--- src/rtl/rv_ctrl_pkg.sv ---
// Purpose: shared encodings for the multi-cycle RV control path (main FSM and alu_control).
// Latency: n/a (constants, types and helpers only).
// Backpressure: n/a.
package rv_ctrl_pkg;

   // Controller states. The first ten are the architectural sequence.
   // S_FAULT is the single-cycle memory-timeout report state.
   localparam logic [3:0] S_FETCH    = 4'd0;
   localparam logic [3:0] S_DECODE   = 4'd1;
   localparam logic [3:0] S_MEM_ADDR = 4'd2;
   localparam logic [3:0] S_MEM_RD   = 4'd3;
   localparam logic [3:0] S_MEM_WB   = 4'd4;
   localparam logic [3:0] S_MEM_WR   = 4'd5;
   localparam logic [3:0] S_EXEC_R   = 4'd6;
   localparam logic [3:0] S_R_WB     = 4'd7;
   localparam logic [3:0] S_BRANCH   = 4'd8;
   localparam logic [3:0] S_ILLEGAL  = 4'd9;
   localparam logic [3:0] S_FAULT    = 4'd10;

   // Major opcodes, instr[6:0]
   localparam logic [6:0] OP_LOAD   = 7'b0000011;
   localparam logic [6:0] OP_STORE  = 7'b0100011;
   localparam logic [6:0] OP_RTYPE  = 7'b0110011;
   localparam logic [6:0] OP_BRANCH = 7'b1100011;

   // alu_op encoding seen by alu_control
   localparam logic [1:0] ALU_ADD   = 2'b00;
   localparam logic [1:0] ALU_SUB   = 2'b01;
   localparam logic [1:0] ALU_FUNCT = 2'b10;

   // ALU operand A / B source selects
   localparam logic       SRCA_PC   = 1'b0;
   localparam logic       SRCA_RS1  = 1'b1;
   localparam logic [1:0] SRCB_RS2  = 2'b00;
   localparam logic [1:0] SRCB_FOUR = 2'b01;
   localparam logic [1:0] SRCB_IMM  = 2'b10;

   // Opcode classification produced by ctrl_opcode_decode
   typedef enum logic [2:0] {
      CLS_LOAD    = 3'd0,
      CLS_STORE   = 3'd1,
      CLS_RTYPE   = 3'd2,
      CLS_BRANCH  = 3'd3,
      CLS_ILLEGAL = 3'd4
   } opc_class_t;

   // Full control-word bundle driven by the FSM each cycle
   typedef struct packed {
      logic [1:0] alu_op;
      logic       mem_read;
      logic       mem_write;
      logic       ir_write;
      logic       pc_write;
      logic       pc_write_cond;
      logic       alu_src_a;
      logic [1:0] alu_src_b;
      logic       reg_write;
      logic       mem_to_reg;
      logic       instr_done;
      logic       illegal_instr;
      logic       mem_fault;
   } ctrl_t;

   // All strobes low, all selects at their zero encoding
   function automatic ctrl_t ctrl_idle();
      ctrl_t c;
      c = '0;
      return c;
   endfunction

   // States that hold while waiting for mem_ready and are timed by the wait counter
   function automatic logic is_wait_state(input logic [3:0] s);
      return (s == S_FETCH) || (s == S_MEM_RD) || (s == S_MEM_WR);
   endfunction

endpackage

--- src/rtl/ctrl_opcode_decode.sv ---
// Purpose: classifies a 7-bit major opcode into load/store/rtype/branch/illegal.
// Latency: purely combinational, zero cycles.
// Backpressure: none; the result is valid whenever opcode is.
module ctrl_opcode_decode
   import rv_ctrl_pkg::*;
(
   input  logic [6:0] opcode,
   output opc_class_t opc_class,
   output logic       is_load,
   output logic       is_store,
   output logic       is_rtype,
   output logic       is_branch,
   output logic       is_illegal
);

   // Map the opcode onto one class; anything unrecognised is illegal
   always_comb begin
      opc_class = CLS_ILLEGAL;
      unique case (opcode)
         OP_LOAD:   opc_class = CLS_LOAD;
         OP_STORE:  opc_class = CLS_STORE;
         OP_RTYPE:  opc_class = CLS_RTYPE;
         OP_BRANCH: opc_class = CLS_BRANCH;
         default:   opc_class = CLS_ILLEGAL;
      endcase
   end

   assign is_load    = (opc_class == CLS_LOAD);
   assign is_store   = (opc_class == CLS_STORE);
   assign is_rtype   = (opc_class == CLS_RTYPE);
   assign is_branch  = (opc_class == CLS_BRANCH);
   assign is_illegal = (opc_class == CLS_ILLEGAL);

endmodule

--- src/rtl/main_control_fsm.sv ---
// Purpose: multi-cycle RV main control FSM (fetch/decode/mem/exec/branch) with memory timeout.
// Latency: R-type 4, load 5, store 4, branch 3, illegal 3 cycles; +1 per memory wait cycle.
// Backpressure: FETCH/MEM_RD/MEM_WR stall on mem_ready, abort to FETCH after MEM_TIMEOUT waits.
module main_control_fsm
   import rv_ctrl_pkg::*;
#(
   parameter int unsigned MEM_TIMEOUT = 255
)
(
   input  logic       clk,
   input  logic       rst,
   input  logic [6:0] opcode,
   input  logic       mem_ready,
   output logic [1:0] alu_op,
   output logic       mem_read,
   output logic       mem_write,
   output logic       ir_write,
   output logic       pc_write,
   output logic       pc_write_cond,
   output logic       alu_src_a,
   output logic [1:0] alu_src_b,
   output logic       reg_write,
   output logic       mem_to_reg,
   output logic       instr_done,
   output logic       illegal_instr,
   output logic       mem_fault
);

   // The counter value seen in the last permitted wait cycle; a miss here is the timeout
   localparam logic [7:0] TIMEOUT_LAST = 8'(MEM_TIMEOUT - 1);

   logic [3:0] state;
   logic [3:0] state_nxt;
   logic [7:0] wait_cnt;
   logic [6:0] opc_q;
   logic [6:0] dec_opc;
   logic       waiting;
   logic       timeout;
   ctrl_t      ctrl;

   opc_class_t dec_class;
   logic       is_load;
   logic       is_store;
   logic       is_rtype;
   logic       is_branch;
   logic       is_illegal;

   // DECODE classifies the live opcode; later states reuse the copy latched in DECODE,
   // so one decoder serves both the dispatch and the load/store split in MEM_ADDR.
   assign dec_opc = (state == S_DECODE) ? opcode : opc_q;

   ctrl_opcode_decode u_decode (
      .opcode     (dec_opc),
      .opc_class  (dec_class),
      .is_load    (is_load),
      .is_store   (is_store),
      .is_rtype   (is_rtype),
      .is_branch  (is_branch),
      .is_illegal (is_illegal)
   );

   // mem_ready only matters in the three wait states; a ready on the timeout cycle wins
   assign waiting = is_wait_state(state);
   assign timeout = waiting && !mem_ready && (wait_cnt == TIMEOUT_LAST);

   // Next-state selection
   always_comb begin
      state_nxt = state;
      case (state)
         S_FETCH: begin
            if (mem_ready)    state_nxt = S_DECODE;
            else if (timeout) state_nxt = S_FAULT;
         end
         S_DECODE: begin
            if (is_illegal)     state_nxt = S_ILLEGAL;
            else if (is_rtype)  state_nxt = S_EXEC_R;
            else if (is_branch) state_nxt = S_BRANCH;
            else                state_nxt = S_MEM_ADDR;
         end
         S_MEM_ADDR: begin
            if (is_store)     state_nxt = S_MEM_WR;
            else if (is_load) state_nxt = S_MEM_RD;
            else              state_nxt = S_FETCH;
         end
         S_MEM_RD: begin
            if (mem_ready)    state_nxt = S_MEM_WB;
            else if (timeout) state_nxt = S_FAULT;
         end
         S_MEM_WR: begin
            if (mem_ready)    state_nxt = S_FETCH;
            else if (timeout) state_nxt = S_FAULT;
         end
         S_EXEC_R:  state_nxt = S_R_WB;
         S_MEM_WB,
         S_R_WB,
         S_BRANCH,
         S_ILLEGAL,
         S_FAULT:   state_nxt = S_FETCH;
         default:   state_nxt = S_FETCH;
      endcase
   end

   // State, wait counter and opcode latch
   always_ff @(posedge clk) begin
      if (rst) begin
         state    <= S_FETCH;
         wait_cnt <= 8'd0;
         opc_q    <= 7'd0;
      end else begin
         state <= state_nxt;
         // Every transition clears the counter, which covers entry into each wait state
         if (state_nxt != state)
            wait_cnt <= 8'd0;
         else if (waiting && !mem_ready)
            wait_cnt <= wait_cnt + 8'd1;
         if (state == S_DECODE)
            opc_q <= opcode;
      end
   end

   // Control word: Moore per state, except the FETCH loads and store completion follow mem_ready
   always_comb begin
      ctrl = ctrl_idle();
      case (state)
         S_FETCH: begin
            ctrl.mem_read  = 1'b1;
            ctrl.alu_src_a = SRCA_PC;
            ctrl.alu_src_b = SRCB_FOUR;
            ctrl.alu_op    = ALU_ADD;
            ctrl.ir_write  = mem_ready;
            ctrl.pc_write  = mem_ready;
         end
         S_DECODE: begin
            ctrl.alu_src_a = SRCA_PC;
            ctrl.alu_src_b = SRCB_IMM;
            ctrl.alu_op    = ALU_ADD;
         end
         S_MEM_ADDR: begin
            ctrl.alu_src_a = SRCA_RS1;
            ctrl.alu_src_b = SRCB_IMM;
            ctrl.alu_op    = ALU_ADD;
         end
         S_MEM_RD: begin
            ctrl.mem_read = 1'b1;
         end
         S_MEM_WB: begin
            ctrl.reg_write  = 1'b1;
            ctrl.mem_to_reg = 1'b1;
            ctrl.instr_done = 1'b1;
         end
         S_MEM_WR: begin
            ctrl.mem_write  = 1'b1;
            ctrl.instr_done = mem_ready;
         end
         S_EXEC_R: begin
            ctrl.alu_src_a = SRCA_RS1;
            ctrl.alu_src_b = SRCB_RS2;
            ctrl.alu_op    = ALU_FUNCT;
         end
         S_R_WB: begin
            ctrl.reg_write  = 1'b1;
            ctrl.mem_to_reg = 1'b0;
            ctrl.instr_done = 1'b1;
         end
         S_BRANCH: begin
            ctrl.alu_src_a     = SRCA_RS1;
            ctrl.alu_src_b     = SRCB_RS2;
            ctrl.alu_op        = ALU_SUB;
            ctrl.pc_write_cond = 1'b1;
            ctrl.instr_done    = 1'b1;
         end
         S_ILLEGAL: begin
            ctrl.illegal_instr = 1'b1;
         end
         S_FAULT: begin
            ctrl.mem_fault = 1'b1;
         end
         default: ctrl = ctrl_idle();
      endcase
      // Held reset silences everything; release shows FETCH immediately
      if (rst)
         ctrl = ctrl_idle();
   end

   assign alu_op        = ctrl.alu_op;
   assign mem_read      = ctrl.mem_read;
   assign mem_write     = ctrl.mem_write;
   assign ir_write      = ctrl.ir_write;
   assign pc_write      = ctrl.pc_write;
   assign pc_write_cond = ctrl.pc_write_cond;
   assign alu_src_a     = ctrl.alu_src_a;
   assign alu_src_b     = ctrl.alu_src_b;
   assign reg_write     = ctrl.reg_write;
   assign mem_to_reg    = ctrl.mem_to_reg;
   assign instr_done    = ctrl.instr_done;
   assign illegal_instr = ctrl.illegal_instr;
   assign mem_fault     = ctrl.mem_fault;

endmodule

--- config.mk ---
export PLATFORM = sky130hd
export DESIGN_NAME = main_control_fsm
export DESIGN_NICKNAME = d
export VERILOG_FILES = /design/src/rtl/rv_ctrl_pkg.sv /design/src/rtl/ctrl_opcode_decode.sv /design/src/rtl/main_control_fsm.sv
export SDC_FILE = /design/constraint.sdc
export NUM_CORES = 1
export LEC_CHECK = 0
export CAP_MARGIN = 5
export CORE_UTILIZATION = 40
export CTS_CLUSTER_SIZE = 16
export DETAILED_ROUTE_END_ITERATION = 7
export GPL_TIMING_DRIVEN = 1
export PLACE_DENSITY = 0.71
export SYNTH_ARGS = -nofsm -noshare
export SYNTH_HDL_FRONTEND = slang
export SYNTH_SLANG_ARGS = --single-unit
--- constraint.sdc ---
create_clock -name clk -period 2.6 [get_ports clk]
set_clock_uncertainty 0.15 [all_clocks]
set_input_delay 0.52 -clock clk [delete_from_list [all_inputs] [get_ports clk]]
set_output_delay 0.52 -clock clk [all_outputs]
set_load 0.01 [all_outputs]
==> summary.md <==
| Metric | Value |
|---|---|
| Status | finished clean |
| RSZ-0062 raised after global routing | no |
| Final min period | 2.47 ns |
| Met3 Wirelength | 111 um |
| Final core occ | 57.0% |
| Critical path data arrival time | 2.55 ns |
| Hold_buf cts | 0 |
| Worst path slowest cell | clkdlybuf4s50_1 |
| Final hold violation count | 0 |
| GRT overflow | 0 |
| XOR/XNOR Fraction of Synth Area | 5.48% |
| Tot GR Track Use | 21.3% |
| Final worst slack | 0.131 ns |
| Worst hold path class | flop to flop |
| Critical path's top delay family | compound AO/OA/AOI/OAI gates |
| DRC viols | 0 |
| Crit end category | flop |
| Worst-Skew Late Latency | 0.29 ns |
| H-tree depth | 1 |
| Dpl cells | 241 |
| Antenna Violating Nets Remaining | 0 |
| Count of cell types in the netlist | 45 |
| Hold slack final | 0.319 ns |
| Uppermost layer routed | met4 |
| Clock buffer depth | 2 |
| Max cap viols | 0 |
| Area growth from synthesis to layout | 36.3% |
| Worst EP required | 2.68 ns |
| Port Buffers | 24 |
| Crit Path Category | primary input to flop |
| Post-synthesis mux area share | 0% |
| Fraction of layout cells with a size suffix above 1 | 21.4% |
| Peak Freq | 0.405 GHz |
| Clock Tree Root | clkbuf_4 |
| Chip width | 58.5 um |
| Compound-cell area share of the yosys netlist | 17.6% |
| Power per Cell Area | 378 nW/um^2 |
| Met2 wire length | 1.68 mm |
| Clock transition at path regs | 0.12 ns |
| Register area | 388 um^2 |
| Max_slew headroom | 72.2% |
| Die Y | 58.5 um |
| Drt total wl | 3.26 mm |
| Drt initial violations | 44 |
| Most common cell after layout, fill and taps aside | buf_4 |
| Initial antenna violation count | 0 |
| Worst Tran Pin Value | 0.412 ns |
| Initial core utilization | 41.8% |
| Avg WL per Cell | 13.3 um |
| LEAKAGE | 0.685 nW |
| Register area share after synthesis | 29.8% |
| Fin crit share | 95.0% |
| Final cell count without fillers | 245 |
| CP Max Fanout | 10 |
| Internal power | 0.457 mW |
| Slew Limit Fails | 0 |
| GPL Wtd Cong | 0.773 |
| FFs w/ async S/R, synth | 0% |
| Seq pwr share | 47.8% |
| Syn Nets | 175 |
| Crit path buffers/inverters | 2 |
| Adder-Cell Fraction of Synth Area | 2.74% |
| Top Ports | 25 |
| Switching Share | 30.6% |
| HPWL after DPL | 2.50 mm |
| Peak supply drop | 269 uV |
| M1 WL | 1.39 mm |
| Num rows | 20 |
| Core footprint | 3050 um^2 |
| CTS tree | done |
| Vias | 1313 |
| CP peak stage delay | 0.49 ns |
| FF+latch count, synth | 19 |
| Final setup vio count | 0 |
| Part of the power in combinational logic | 28.6% |
| Vias in the first global route | 1201 |
| Vias per cell | 5.36 |
| First-pass iteration count of the detailed router | 4 |
| Synth Cell Area | 1280 um^2 |
| Syn avg cell area | 7.84 um^2 |
| Synth Area in Simple Gates | 39.1% |
| Post-CTS Setup Bufs | 0 |
| FILL cells | 307 |
| Clock share of power | 23.5% |
| Final #Nets | 214 |
| CP Cell Sequence | clkdlybuf4s50_1 > buf_4 > and3b_1 > or3_1 > o211a_1 > o211ai_1 > o2111ai_4 > a211oi_2 |
| Inserted Diodes | 0 |
| Post-Synthesis Cells | 163 |
| Sink Count | 19 |
| First-pass GRT wire length | 5.56 mm |
| EDFF count, synth | 0 |
| Total Neg Setup Slack | 0 ns |
| Number of CTS-inserted buffers | 3 |
| Multi-input gate area | 855 um^2 |
| Startpoint Class | primary input |
| YS warnings | 0 |
| Largest net degree at the start of global routing | 18 |
| Main combinational cell family by area after synthesis | simple AND/OR/NAND/NOR gates |
| Dpl ws | -0.344 ns |
| Synth Flop Type | dfxtp_1 |
| Switch Pwr | 0.202 mW |
| Most frequent cells in the layout | 25 x buf_4, 17 x nand2_1, 17 x dfxtp_1 |
| DIE AREA | 3420 um^2 |
-- synth_stat cells (2+ instances only) --
cell type | number | share of area (%)
a211oi_1 | 3 | 1.8
a211oi_2 | 2 | 2.0
a21oi_1 | 12 | 4.7
and4_1 | 3 | 2.1
buf_2 | 3 | 1.2
clkbuf_1 | 10 | 2.9
dfxtp_1 | 19 | 30
ha_1 | 2 | 2.0
inv_1 | 2 | 0.59
nand2_1 | 17 | 5.0
nand2b_1 | 6 | 2.9
nand3_1 | 3 | 1.2
nand3b_1 | 3 | 1.8
nand4_1 | 4 | 2.0
nor2_1 | 16 | 4.7
nor2b_1 | 3 | 1.5
nor3_1 | 9 | 3.5
nor3b_1 | 2 | 1.2
nor4_1 | 4 | 2.0
o211a_1 | 2 | 1.6
o21ai_0 | 4 | 1.6
or3_1 | 2 | 0.98
or3b_2 | 3 | 2.1
or4_1 | 2 | 1.2
xnor2_1 | 4 | 2.7
xor2_1 | 4 | 2.7
-- cell type report --
cell class / instances / area share (%)
clock inverters: 1 / 0.431
repair buffers: 48 / 23.3
flip-flops and latches: 19 / 22.3
multi-input cells: 128 / 49.1
inverters: 2 / 0.431
well taps: 44 / 3.16
clock buffers: 3 / 1.29
-- path summary, 6_finish.rpt --
kind         slack, ns                       end           startpoint  cells past startpoint
min               0.32       opc_q[2]$_SDFF_PP0_  opc_q[2]$_SDFF_PP0_                      2
max               0.13  wait_cnt[1]$_SDFFE_PP0P_            mem_ready                      8
max reg2reg       0.18  wait_cnt[3]$_SDFFE_PP0P_  state[1]$_SDFF_PP0_                      6
min reg2reg       0.32       opc_q[2]$_SDFF_PP0_  opc_q[2]$_SDFF_PP0_                      2
-- sequential cells by signal, summed over array words and instances (netlist names) --
register,cells
wait_cnt,8
opc_q,7
state,4
-- through the flow --
stage	area, um^2	total power [mW]
3_5_place_dp	1690	0.511
3_3_place_gp	1690	0.503
5_1_grt	1740	0.704
6_report	1740	0.659
2_1_floorplan	1280	0.425
4_1_cts	1720	0.664
-- power by group through the flow --
stage,clock network (mW),registers (mW),logic [mW]
detailed placement,0,0.322,0.188
finish,0.155,0.315,0.189
global placement,0,0.322,0.181
CTS,0.162,0.316,0.186
global route,0.178,0.317,0.208
floorplan,0,0.318,0.107
-- metal layers --
| layer | GRT usage, % | up-vias |
|---|---|---|
| met4 | 7.82 | 0 |
| met5 | 0 | - |
| met2 | 36.9 | 32 |
| li1 | - | 667 |
| met3 | 4.40 | 8 |
| met1 | 26.0 | 606 |
-- logic make-up (layout without fill, tap and decap cells) --
group	count (synthesis)	in the layout
AND/OR/NAND/NOR	87	87
buffers and inverters	16	54
XOR/XNOR	8	8
AO/OA/AOI/OAI	30	30
adder cells (fa/ha/maj)	3	3
flip-flops	19	19
-- timing repair --
action | 4_1_cts | 5_1_grt
resized for setup | 18 | 7
setup endpoints to repair | 15 | 10
pin swaps | 0 | 3
hold endpoints to repair | 0 | 0
cloned | 0 | 0
-- worst min-delay path, delay by kind of cell, from the launching register on --
family,cells,cell delay (ns)
flops,1,0.33
compound gates,1,0.05
simple gates,1,0.05
No activity file was read; power rests on OpenSTA's default activity.
